`config.mk`:
```
export PLATFORM = sky130hd
export DESIGN_NAME = myproject_mac_pipe
export DESIGN_NICKNAME = d
export VERILOG_FILES = /design/src/rtl/myproject_mac_pipe.sv
export SDC_FILE = /design/constraint.sdc
export NUM_CORES = 1
export LEC_CHECK = 0
export BUFFER_PORTS_ARGS = -buffer_cell sky130_fd_sc_hd__buf_2
export CAP_MARGIN = 10
export CORE_MARGIN = 2
export CORE_UTILIZATION = 59
export CTS_BUF_LIST = sky130_fd_sc_hd__clkbuf_4
export DETAILED_ROUTE_END_ITERATION = 8
export PLACE_DENSITY_LB_ADDON = 0.12
export SETUP_SLACK_MARGIN = 0.15
export SYNTH_ARGS = -nofsm -noshare
export SYNTH_HDL_FRONTEND = slang
export SYNTH_SLANG_ARGS = --single-unit
export TNS_END_PERCENT = 30
```
`constraint.sdc`:
```
create_clock -name ap_clk -period 6 [get_ports ap_clk]
set_input_delay 0.6 -clock ap_clk [delete_from_list [all_inputs] [get_ports ap_clk]]
set_output_delay 0.6 -clock ap_clk [all_outputs]
set_load 0.01 [all_outputs]
```
`src/rtl/myproject_mac_pipe.sv`:
```
// Pipelined signed MAC: term at edge n reaches acc at n+NUM_STAGE, group result valid after n+NUM_STAGE+1.
// Always ready (no backpressure); ce=0 freezes every register, so out_valid must be qualified with ce.
module myproject_mac_pipe #(
  parameter int DIN0_WIDTH  = 16,
  parameter int DIN1_WIDTH  = 11,
  parameter int DIN1_SIGNED = 0,
  parameter int NUM_STAGE   = 3,
  parameter int ACC_WIDTH   = 32,
  parameter int DOUT_WIDTH  = 16,
  parameter int SHIFT       = 10,
  parameter int ROUND       = 1,
  parameter int SATURATE    = 1
) (
  input  logic                  ap_clk,
  input  logic                  ap_rst_n,
  input  logic                  ce,
  input  logic                  in_valid,
  input  logic [DIN0_WIDTH-1:0] din0,
  input  logic [DIN1_WIDTH-1:0] din1,
  input  logic                  in_last,
  output logic                  out_valid,
  output logic [DOUT_WIDTH-1:0] dout,
  output logic                  ovf
);

  localparam int PW = DIN0_WIDTH + DIN1_WIDTH;
  localparam logic signed [ACC_WIDTH:0] ONE  = 1;
  localparam logic signed [ACC_WIDTH:0] RND  = (ROUND != 0) ? ((ONE << SHIFT) >> 1) : '0;
  localparam logic signed [ACC_WIDTH:0] MAXV =
    {{(ACC_WIDTH-DOUT_WIDTH+2){1'b0}}, {(DOUT_WIDTH-1){1'b1}}};
  localparam logic signed [ACC_WIDTH:0] MINV =
    {{(ACC_WIDTH-DOUT_WIDTH+2){1'b1}}, {(DOUT_WIDTH-1){1'b0}}};

  logic signed [DIN1_WIDTH:0] din1_ext;
  logic signed [PW-1:0]       mul_a, mul_b, prod;

  // The full product always fits in PW bits, so multiplying at PW bits is exact.
  always_comb begin
    din1_ext = (DIN1_SIGNED != 0) ? $signed({din1[DIN1_WIDTH-1], din1})
                                  : $signed({1'b0, din1});
    mul_a    = PW'($signed(din0));
    mul_b    = PW'(din1_ext);
    prod     = mul_a * mul_b;
  end

  logic signed [PW-1:0] pipe_dat [NUM_STAGE];
  logic [NUM_STAGE-1:0] pipe_vld, pipe_lst;

  always_ff @(posedge ap_clk) begin
    if (!ap_rst_n) begin
      pipe_vld <= '0;
      pipe_lst <= '0;
      for (int i = 0; i < NUM_STAGE; i++) pipe_dat[i] <= '0;
    end else if (ce) begin
      pipe_dat[0] <= prod;
      pipe_vld[0] <= in_valid;
      pipe_lst[0] <= in_valid & in_last;
      for (int i = 1; i < NUM_STAGE; i++) begin
        pipe_dat[i] <= pipe_dat[i-1];
        pipe_vld[i] <= pipe_vld[i-1];
        pipe_lst[i] <= pipe_lst[i-1];
      end
    end
  end

  logic                        tail_vld, tail_lst, add_ovf;
  logic signed [ACC_WIDTH-1:0] term, sum;
  logic signed [ACC_WIDTH-1:0] acc;
  logic                        acc_ovf, first, acc_done;

  always_comb begin
    tail_vld = pipe_vld[NUM_STAGE-1];
    tail_lst = pipe_lst[NUM_STAGE-1];
    term     = ACC_WIDTH'(pipe_dat[NUM_STAGE-1]);
    sum      = acc + term;
    add_ovf  = (acc[ACC_WIDTH-1] == term[ACC_WIDTH-1]) &&
               (sum[ACC_WIDTH-1] != acc[ACC_WIDTH-1]);
  end

  // acc_done marks that acc holds a completed group for the output stage next edge.
  always_ff @(posedge ap_clk) begin
    if (!ap_rst_n) begin
      acc      <= '0;
      acc_ovf  <= 1'b0;
      first    <= 1'b1;
      acc_done <= 1'b0;
    end else if (ce) begin
      acc_done <= tail_vld & tail_lst;
      if (tail_vld) begin
        if (first) begin
          acc     <= term;
          acc_ovf <= 1'b0;
        end else begin
          acc     <= sum;
          acc_ovf <= acc_ovf | add_ovf;
        end
        first <= tail_lst;
      end
    end
  end

  logic signed [ACC_WIDTH:0] rnd_sum, shifted;
  logic [DOUT_WIDTH-1:0]     res_dat;
  logic                      clamp;

  // One extra bit of headroom keeps the rounding add from wrapping.
  always_comb begin
    rnd_sum = $signed({acc[ACC_WIDTH-1], acc}) + RND;
    shifted = rnd_sum >>> SHIFT;
    res_dat = shifted[DOUT_WIDTH-1:0];
    clamp   = 1'b0;
    if (SATURATE != 0) begin
      if (shifted > MAXV) begin
        res_dat = MAXV[DOUT_WIDTH-1:0];
        clamp   = 1'b1;
      end else if (shifted < MINV) begin
        res_dat = MINV[DOUT_WIDTH-1:0];
        clamp   = 1'b1;
      end
    end
  end

  always_ff @(posedge ap_clk) begin
    if (!ap_rst_n) begin
      out_valid <= 1'b0;
      dout      <= '0;
      ovf       <= 1'b0;
    end else if (ce) begin
      out_valid <= acc_done;
      if (acc_done) begin
        dout <= res_dat;
        ovf  <= acc_ovf | clamp;
      end
    end
  end

endmodule

```
Yosys cells after proc, flatten, opt, wreduce, memory -nomap -nowiden
Memories as Yosys holds them, arrays and structs flattened.
Index checks and enable logic that the tools add are counted.
Widths: inputs -> output; s select.
{"block": "classes", "reduce_logical": 3, "magnitude_cmp": 2, "eq_ne": 2, "add_sub_neg": 2, "bitwise_logic": 7, "mux": 13, "n_mul": 1}
{"cell": "$mux 27", "count": 3}
{"cell": "$add 32x11->33 const B", "count": 1}
{"cell": "$add 32x27->32", "count": 1}
{"cell": "$mux 16", "count": 2}
{"cell": "$mux 32", "count": 1}
{"cell": "$mul 16x12->27", "count": 1}
{"cell": "$gt 23x16->1 const B", "count": 1}
{"cell": "$lt 23x16->1 const B", "count": 1}
{"cell": "$mux 1", "count": 7}
{"cell": "$or 1x1->1", "count": 5}
{"cell": "$reduce_and 2->1", "count": 2}
{"cell": "$and 1x1->1", "count": 2}
{"cell": "$eq 1x1->1", "count": 1}
{"cell": "$logic_and 1x1->1", "count": 1}
{"cell": "$ne 1x1->1", "count": 1}
{"block": "word_totals", "ff_bits": 59, "memories": 1, "word_cells": 40, "ram_bits": 81, "input_bits": 32}
{"memory": "pipe_dat", "depth": 3, "word_bits": 27, "read_ports": 3, "rd_ports_with_merged_regs": 0, "write_ports": 3, "line": "46", "source": "logic signed [PW-1:0] pipe_dat [NUM_STAGE];"}

Depth between registers and ports, before layout
Gate-level depths: netlist of run 1.
An unclocked memory read counts as a cell.
{"block": "depth", "ltp_word": 6, "depth_mapped": 21, "mapped_depth_nobuf": 20}

Worst setup path before layout of run 1
Ideal clock, no wire load.
{"block": "synth_path", "path_type": "input -> register", "from": "input port din1[5]", "to": "memory pipe_dat[0][26] in the netlist's numbering (data pin)", "path_slack_ps": 332, "required_ps": 5734, "setup_ps": 266, "t_arrival_ps": 5402, "path_stages": 20, "cell_sequence": "clkbuf_1 -> nand2_1 -> fa_1 -> inv_1 -> fa_1 -> fa_1 -> fa_1 -> inv_1 -> fa_1 -> inv_1 -> ha_1 -> a21o_1 -> a21o_1 -> a21o_1 -> a21oi_1 -> a2bb2oi_1 -> a31oi_1 -> o41ai_1 -> xnor2_1 -> nor2_1"}
{"element": "start: declaration", "line": "19", "source": "input logic [DIN1_WIDTH-1:0] din1,"}
{"element": "end: declaration", "line": "46"}

==> results of run 1 <==
## state kept, by name, indices dropped and copies added (netlist names), 3 cells and up
| signal | flops |
|---|---|
| dout | 16 |
| pipe_dat | 81 |
| acc | 32 |
| pipe_vld | 3 |
| pipe_lst | 3 |
## layer usage
metal,part of all wire (%),up-vias
li1,-,4930
met1,47,4845
met2,49,201
met3,3.5,22
met4,1.1,0
met5,0,-
## power groups by stage
| stage | Clock (W) | Sequential [W] | Combinational (W) |
|---|---|---|---|
| floorplan | 0 | 0.00122 | 0.00282 |
| global placement | 0 | 0.00123 | 0.00338 |
| detailed placement | 0 | 0.00123 | 0.00346 |
| CTS | 0.000635 | 0.00121 | 0.00348 |
| global route | 0.000673 | 0.00122 | 0.00402 |
| finish | 0.000619 | 0.00121 | 0.00346 |
## cells in the mapped netlist (3+ instances only)
master	count	area, µm²
o21bai_1	4	30.03
and2_1	70	437.9
a31oi_1	7	43.79
a21oi_1	77	385.4
o21ai_0	50	250.2
clkbuf_1	66	247.7
or2_2	4	25.02
edfxtp_1	81	2432
and3_1	67	419.2
a211oi_1	8	60.06
dfxtp_1	59	1181
nor3_1	20	100.1
nor2b_1	3	18.77
inv_1	225	844.6
nor2_1	70	262.8
nand2b_1	19	118.9
o21a_1	6	45.04
o31a_1	3	26.28
xnor2_1	38	332.8
fa_1	159	3183
nand4_1	8	50.05
nand3b_1	3	22.52
nor4_1	3	18.77
nand3_1	22	110.1
a21boi_0	4	30.03
or4_1	4	30.03
buf_1	3	11.26
xor2_1	23	201.4
a2111oi_0	4	35.03
mux2i_1	11	110.1
or3_1	3	18.77
ha_1	91	1139
o211a_1	4	40.04
nand2_1	185	694.4
o211ai_1	25	187.7
a21o_1	25	187.7
## worst min-delay path by stage
stage | startpoint | endpoint | cells after the start
2_1_floorplan | pipe_lst[0] | pipe_lst[0] | 2
6_report | in_valid | pipe_vld[0] | 3
3_5_place_dp | dout[8] | dout[8] | 2
5_1_grt | in_valid | pipe_vld[0] | 3
3_3_place_gp | dout[11] | dout[11] | 2
4_1_cts | in_valid | pipe_vld[0] | 3
## cell usage in the layout (no fill, tap or decap), types with 4 or more instances in the layout
cell type,n
inv_6,4
mux2i_1,11
nor3_1,20
a31oi_1,7
ha_1,91
inv_1,225
xnor2_1,38
a21o_1,25
o21bai_1,4
o211a_1,4
a211oi_1,8
o211ai_1,25
and3_1,67
and2_1,70
nor2_1,70
nand3_1,22
a2111oi_0,4
o21ai_0,50
o21a_1,6
a21boi_0,4
nand2_1,185
nand2b_1,18
buf_2,49
dfxtp_1,59
fa_1,159
xor2_1,23
buf_4,12
clkbuf_4,17
or4_1,4
nand4_1,8
inv_8,4
or2_2,4
edfxtp_1,81
a21oi_1,77
## worst max-delay path: cells and delay by family
family	cells	cell delay (ps)
AO/OA/AOI/OAI	3	740
XOR/XNOR	1	170
adder cells (fa/ha/maj)	6	3010
buffers and inverters	4	480
AND/OR/NAND/NOR	4	690
## cell families (layout without fill, tap and decap cells)
logic type      after synthesis  in the layout  share of synthesized area [%]
fa+ha+maj                   250            250                          31.51
buf+inv                     297            318                          8.157
xor+xnor                     61             61                          3.896
flops                       140            140                          26.35
mux                          13             13                         0.9672
simple gates                490            490                          17.49
compound gates              244            244                          11.62
other cells                   0              1                              0
## stage by stage
step | power, W | util [%] | hold WS (ps) | setup WS (ps) | area (µm²)
after floorplan | 0.004044 | - | 445.9 | 332.4 | 13710
after global placement | 0.004606 | 62.26 | 440.5 | 172.6 | 14140
after detailed placement | 0.004695 | 62.26 | 446.4 | 32.72 | 14140
after CTS | 0.005328 | 63.47 | 291.3 | 647.8 | 14410
after global routing | 0.005913 | 63.48 | 309.2 | 328.3 | 14420
final | 0.005287 | 63.48 | 324.1 | 580.1 | 14420
## layout make-up
cell class | count | area share, %
clock buffer | 17 | 0.8853
sequential | 140 | 25.07
antenna | 1 | 0.01736
multi-input combinational | 1058 | 62.36
tap | 285 | 2.474
clock inverter | 15 | 1.016
inverter | 225 | 5.859
timing repair buffer | 61 | 2.326
==> impl_metrics.toml, run 1 <==
[synthesis]
yosysWarningCount = 0
yosysSeqAreaShare_pct = 26.35
synthFlopType = "edfxtp_1"
syn_nets = 1777
synth-seq-cells = 140
synth_edf_count = 81
netlist_instances = 1495
syn_area_um2 = 13710
synth_area_per_cell_um2 = 9.173
synthDistinctLibCells = 65
ys_async_sr_fraction_pct = 0

[clock_network]
cts_buffers = 17
cts_buffer_depth = 2
cts_resized = 0
cts_root_buf = "clkbuf_4"
cts.sinks = 140
worstSkewPairLatency_ps = 550
cts_setup_buffers = 0
postCtsHoldBufs = 0
cts_tree = "yes"
ctsHtreeMaxLevel = 4
clkTransAtPathRegs_ps = 130

[timing]
slew_violations = 0
final-hold-violation-count = 0
slew_headroom_pct = 31.60
setup_viol = 0
max_freq_mhz = 184.5
min_period_ps = 5420
tightest_slew_ps = 1026
rsz0062_at_grt = "false"
finalCritPeriodShare_pct = 90.33
setup-tns-final_ps = 0
fin_skew_ps = 21.28

[setup_path]
crit_start = "din1[3]"
crit_type = "in2reg"
cp-end-kind = "register"
setup.worst_path.start_class = "input port"
crit_fanout = 16
crit_path_end = "pipe_dat[0][26]"
worstPathArrival_ps = 5720
path_cells = "buf_2 > nand2_1 > inv_1 > fa_1 > fa_1 > fa_1 > fa_1 > inv_1 > fa_1 > inv_1 > ha_1 > or2_2 > and2_1 > o21ai_0 > a31oi_1 > o41ai_1 > xnor2_1 > nor2_1"
r2r-start = "pipe_dat[0][58]"
reg2reg_to = "acc[27]"
cpMaxStageDelayCell = "fa_1"
required_ps = 6300
reg2reg_depth = 10
crit_top_cell = "fa_1"
r2r_slack_ps = 2790
slowest_delay_ps = 620

[power_and_ir_drop]
leakage_nw = 7.070
power_density_nw_per_um2 = 366.7
internal-power_w = 0.002942
comb_power_share_pct = 65.4
vdd_drop_max_uv = 187.1
switching_share_pct = 44.34
pwr-share-clk_pct = 11.7
seq_power_share_pct = 22.9
p_switching_w = 0.002344

[detailed_routing]
drt_first_pass_iters = 5
avgRoutedWirePerCell_um = 15.50
drtIter0Drc = 429
avgViaCountPerCell = 5.548
vias = 9998
drtAntennaViolNets = 0
drt_wl_total_um = 27920
drc = 0

[placed_design]
place_congestion = 0.8754
port_buffers = 49
dpl.cell_count = 1769
hpwlAfterDp_um = 21500

[global_routing]
use_met2_pct = 42.35
grt_pass1_vias = 10040
gr-total-overflow = 0
grt_max_degree = 83
grtUsageTotal_pct = 24.35
grtUsageMet1_pct = 32.80
grt-busiest-layer = "met2"
antenna_found_initial = 1
grt_use_met3_pct = 3.019
grt_pass1_wl_um = 47970

[floorplanning]
rows = 55
die_h_um = 156.5
ioPinCount = 50
start_util_pct = 60.39
core_region_area_um2 = 22710
die_area_um2 = 24480
die_width_um = 156.5

[layout]
nFillCells = 1977
ff_latch_area_um2 = 3613
drive_gt1_share_pct = 7.190
area_delta_synth_final_pct = 5.119
fin_cells = 1802
multi_input_area_um2 = 8989
nNetsFinal = 1785

[flow_run]
cap_violations = 0

[outcome]
outcome = "complete, no violations"

[min_path]
holdCritPathClass = "in2reg"
Note: power is estimated with default switching activity, not from simulation.
==> inputs of run 2 (changes only) <==
--- a/config.mk
+++ b/config.mk
@@ -11,7 +11,7 @@
 export CORE_UTILIZATION = 59
 export CTS_BUF_LIST = sky130_fd_sc_hd__clkbuf_4
 export DETAILED_ROUTE_END_ITERATION = 8
-export PLACE_DENSITY_LB_ADDON = 0.12
+export PLACE_DENSITY = 0.82
 export SETUP_SLACK_MARGIN = 0.15
 export SYNTH_ARGS = -nofsm -noshare
 export SYNTH_HDL_FRONTEND = slang
==> impl_metrics.toml, run 2 (synthesized netlist as in run 1, its figures left out) <==
[outcome]
outcome = "complete, no violations"

[clock_network]
postCtsHoldBufs = 0
ctsHtreeMaxLevel = 4
cts_tree = "yes"
cts_buffer_depth = 2
worstSkewPairLatency_ps = 530
cts.sinks = 140
clkTransAtPathRegs_ps = 120
cts_root_buf = "clkbuf_4"
cts_resized = 0
cts_setup_buffers = 0
cts_buffers = 17

[setup_path]
cp-end-kind = "register"
r2r-start = "pipe_dat[0][61]"
crit_fanout = 16
crit_type = "in2reg"
worstPathArrival_ps = 5640
required_ps = 6260
setup.worst_path.start_class = "input port"
crit_start = "din1[6]"

[power_and_ir_drop]
comb_power_share_pct = 66.3
pwr-share-clk_pct = 10.8
seq_power_share_pct = 22.9
switching_share_pct = 44.29
internal-power_w = 0.002949
power_density_nw_per_um2 = 367.4
vdd_drop_max_uv = 228.3
p_switching_w = 0.002344
leakage_nw = 7.067

[min_path]
holdCritStartpoint = "in_last"
holdCritPathClass = "in2reg"

[timing]
min_period_ps = 5373
setup_ws_ps = 626.6
slew_headroom_pct = 30.48
setup_viol = 0
fin_skew_ps = 16.48
tightest_slew_ps = 1043
setup-tns-final_ps = 0
rsz0062_at_grt = "false"
finalCritPeriodShare_pct = 89.56
max_freq_mhz = 186.1
worst_hold_slack_ps = 332.1
final-hold-violation-count = 0
slew_violations = 0

[global_routing]
antenna_found_initial = 2
grtUsageTotal_pct = 24.16
grt_pass1_vias = 10270
grt_pass1_wl_um = 47930
gr-total-overflow = 0
grt_max_degree = 92

[floorplanning]
rows = 55
ioPinCount = 50
die_width_um = 156.5
start_util_pct = 60.39
die_h_um = 156.5
core_region_area_um2 = 22710
die_area_um2 = 24480

[layout]
nNetsFinal = 1786
post-route-util_pct = 63.45
drive_gt1_share_pct = 7.251
top_register = "pipe_dat"
layout_commonest_cell = "inv_1"
area_delta_synth_final_pct = 5.073
largest_reg_flops = 81
final_cell_mix = "225 x inv_1, 185 x nand2_1, 159 x fa_1, 91 x ha_1, 81 x edfxtp_1"
multi_input_area_um2 = 8989
top_regs = "pipe_dat (81), acc (32), dout (16)"
fin_area_um2 = 14410
ff_latch_area_um2 = 3613
nFillCells = 1841

[placed_design]
place_area_um2 = 14150
place_congestion = 0.8932
port_buffers = 49
hpwlAfterDp_um = 21780
dp_slack_ps = 105.5

[detailed_routing]
drt_wl_total_um = 28090
vias = 10160
avgRoutedWirePerCell_um = 15.57
avgViaCountPerCell = 5.632
drc = 0
drtAntennaViolNets = 0
drtIter0Drc = 529
drt_first_pass_iters = 5

[flow_run]
cap_violations = 0
run 2: cell types whose count changed in the layout (fill, tap and decap cells not counted), sizes merged:
cell	change
inv	-6
buf	+1
clkinv	+4
clkbuf	+2
diode	+1
run 2: worst paths after layout:
check / to / slack [ps] / cells past startpoint
worst max-delay path: pipe_dat[0][22] / 630 / 19
worst min-delay path: pipe_lst[0] / 330 / 3
worst max register to register: acc[31] / 2760 / 10
worst min register to register: dout[13] / 460 / 2
run 2: power groups by stage:
stage	sequential (W)	combinational (W)	clock, W
6_report	0.00121	0.00351	0.000570
5_1_grt	0.00122	0.00403	0.000620
3_5_place_dp	0.00123	0.00351	0
3_3_place_gp	0.00123	0.00336	0
4_1_cts	0.00121	0.00352	0.000583
2_1_floorplan	0.00122	0.00282	0
run 2: layer usage:
layer,vias to the layer above,GRT usage [%],part of all wire (%)
li1,4934,-,-
met5,-,0,0
met1,4902,31.48,43
met4,0,6.466,1.8
met2,278,42.33,50
met3,47,3.600,4.9
run 2: final cells by class:
cell class | count | share of cell area [%]
Multi-Input combinational cell | 1058 | 62.38
Sequential cell | 140 | 25.08
Inverter | 225 | 5.861
Antenna cell | 2 | 0.03473
Tap cell | 285 | 2.475
Clock buffer | 19 | 0.9899
Clock inverter | 13 | 0.7989
Timing Repair Buffer | 62 | 2.379
run 2: stage by stage:
step / cells / total power [W]
after floorplan: 1495 / 0.004044
after global placement: 1770 / 0.004591
after detailed placement: 1770 / 0.004743
after CTS: 1802 / 0.005320
after global routing: 1803 / 0.005869
final: 1804 / 0.005294
run 2: worst max-delay path, cell delays in order:
cell and delay (ps):
buf_2 270, and2_1 200, fa_1 440, fa_1 480, fa_1 540, fa_1 560
inv_1 60, fa_1 520, inv_1 40, ha_1 290, a21o_1 170, a21o_1 180
a21o_1 190, a21oi_1 160, a2bb2oi_1 260, nand2_1 110, or3_1 350, a21oi_1 160
a211oi_1 60
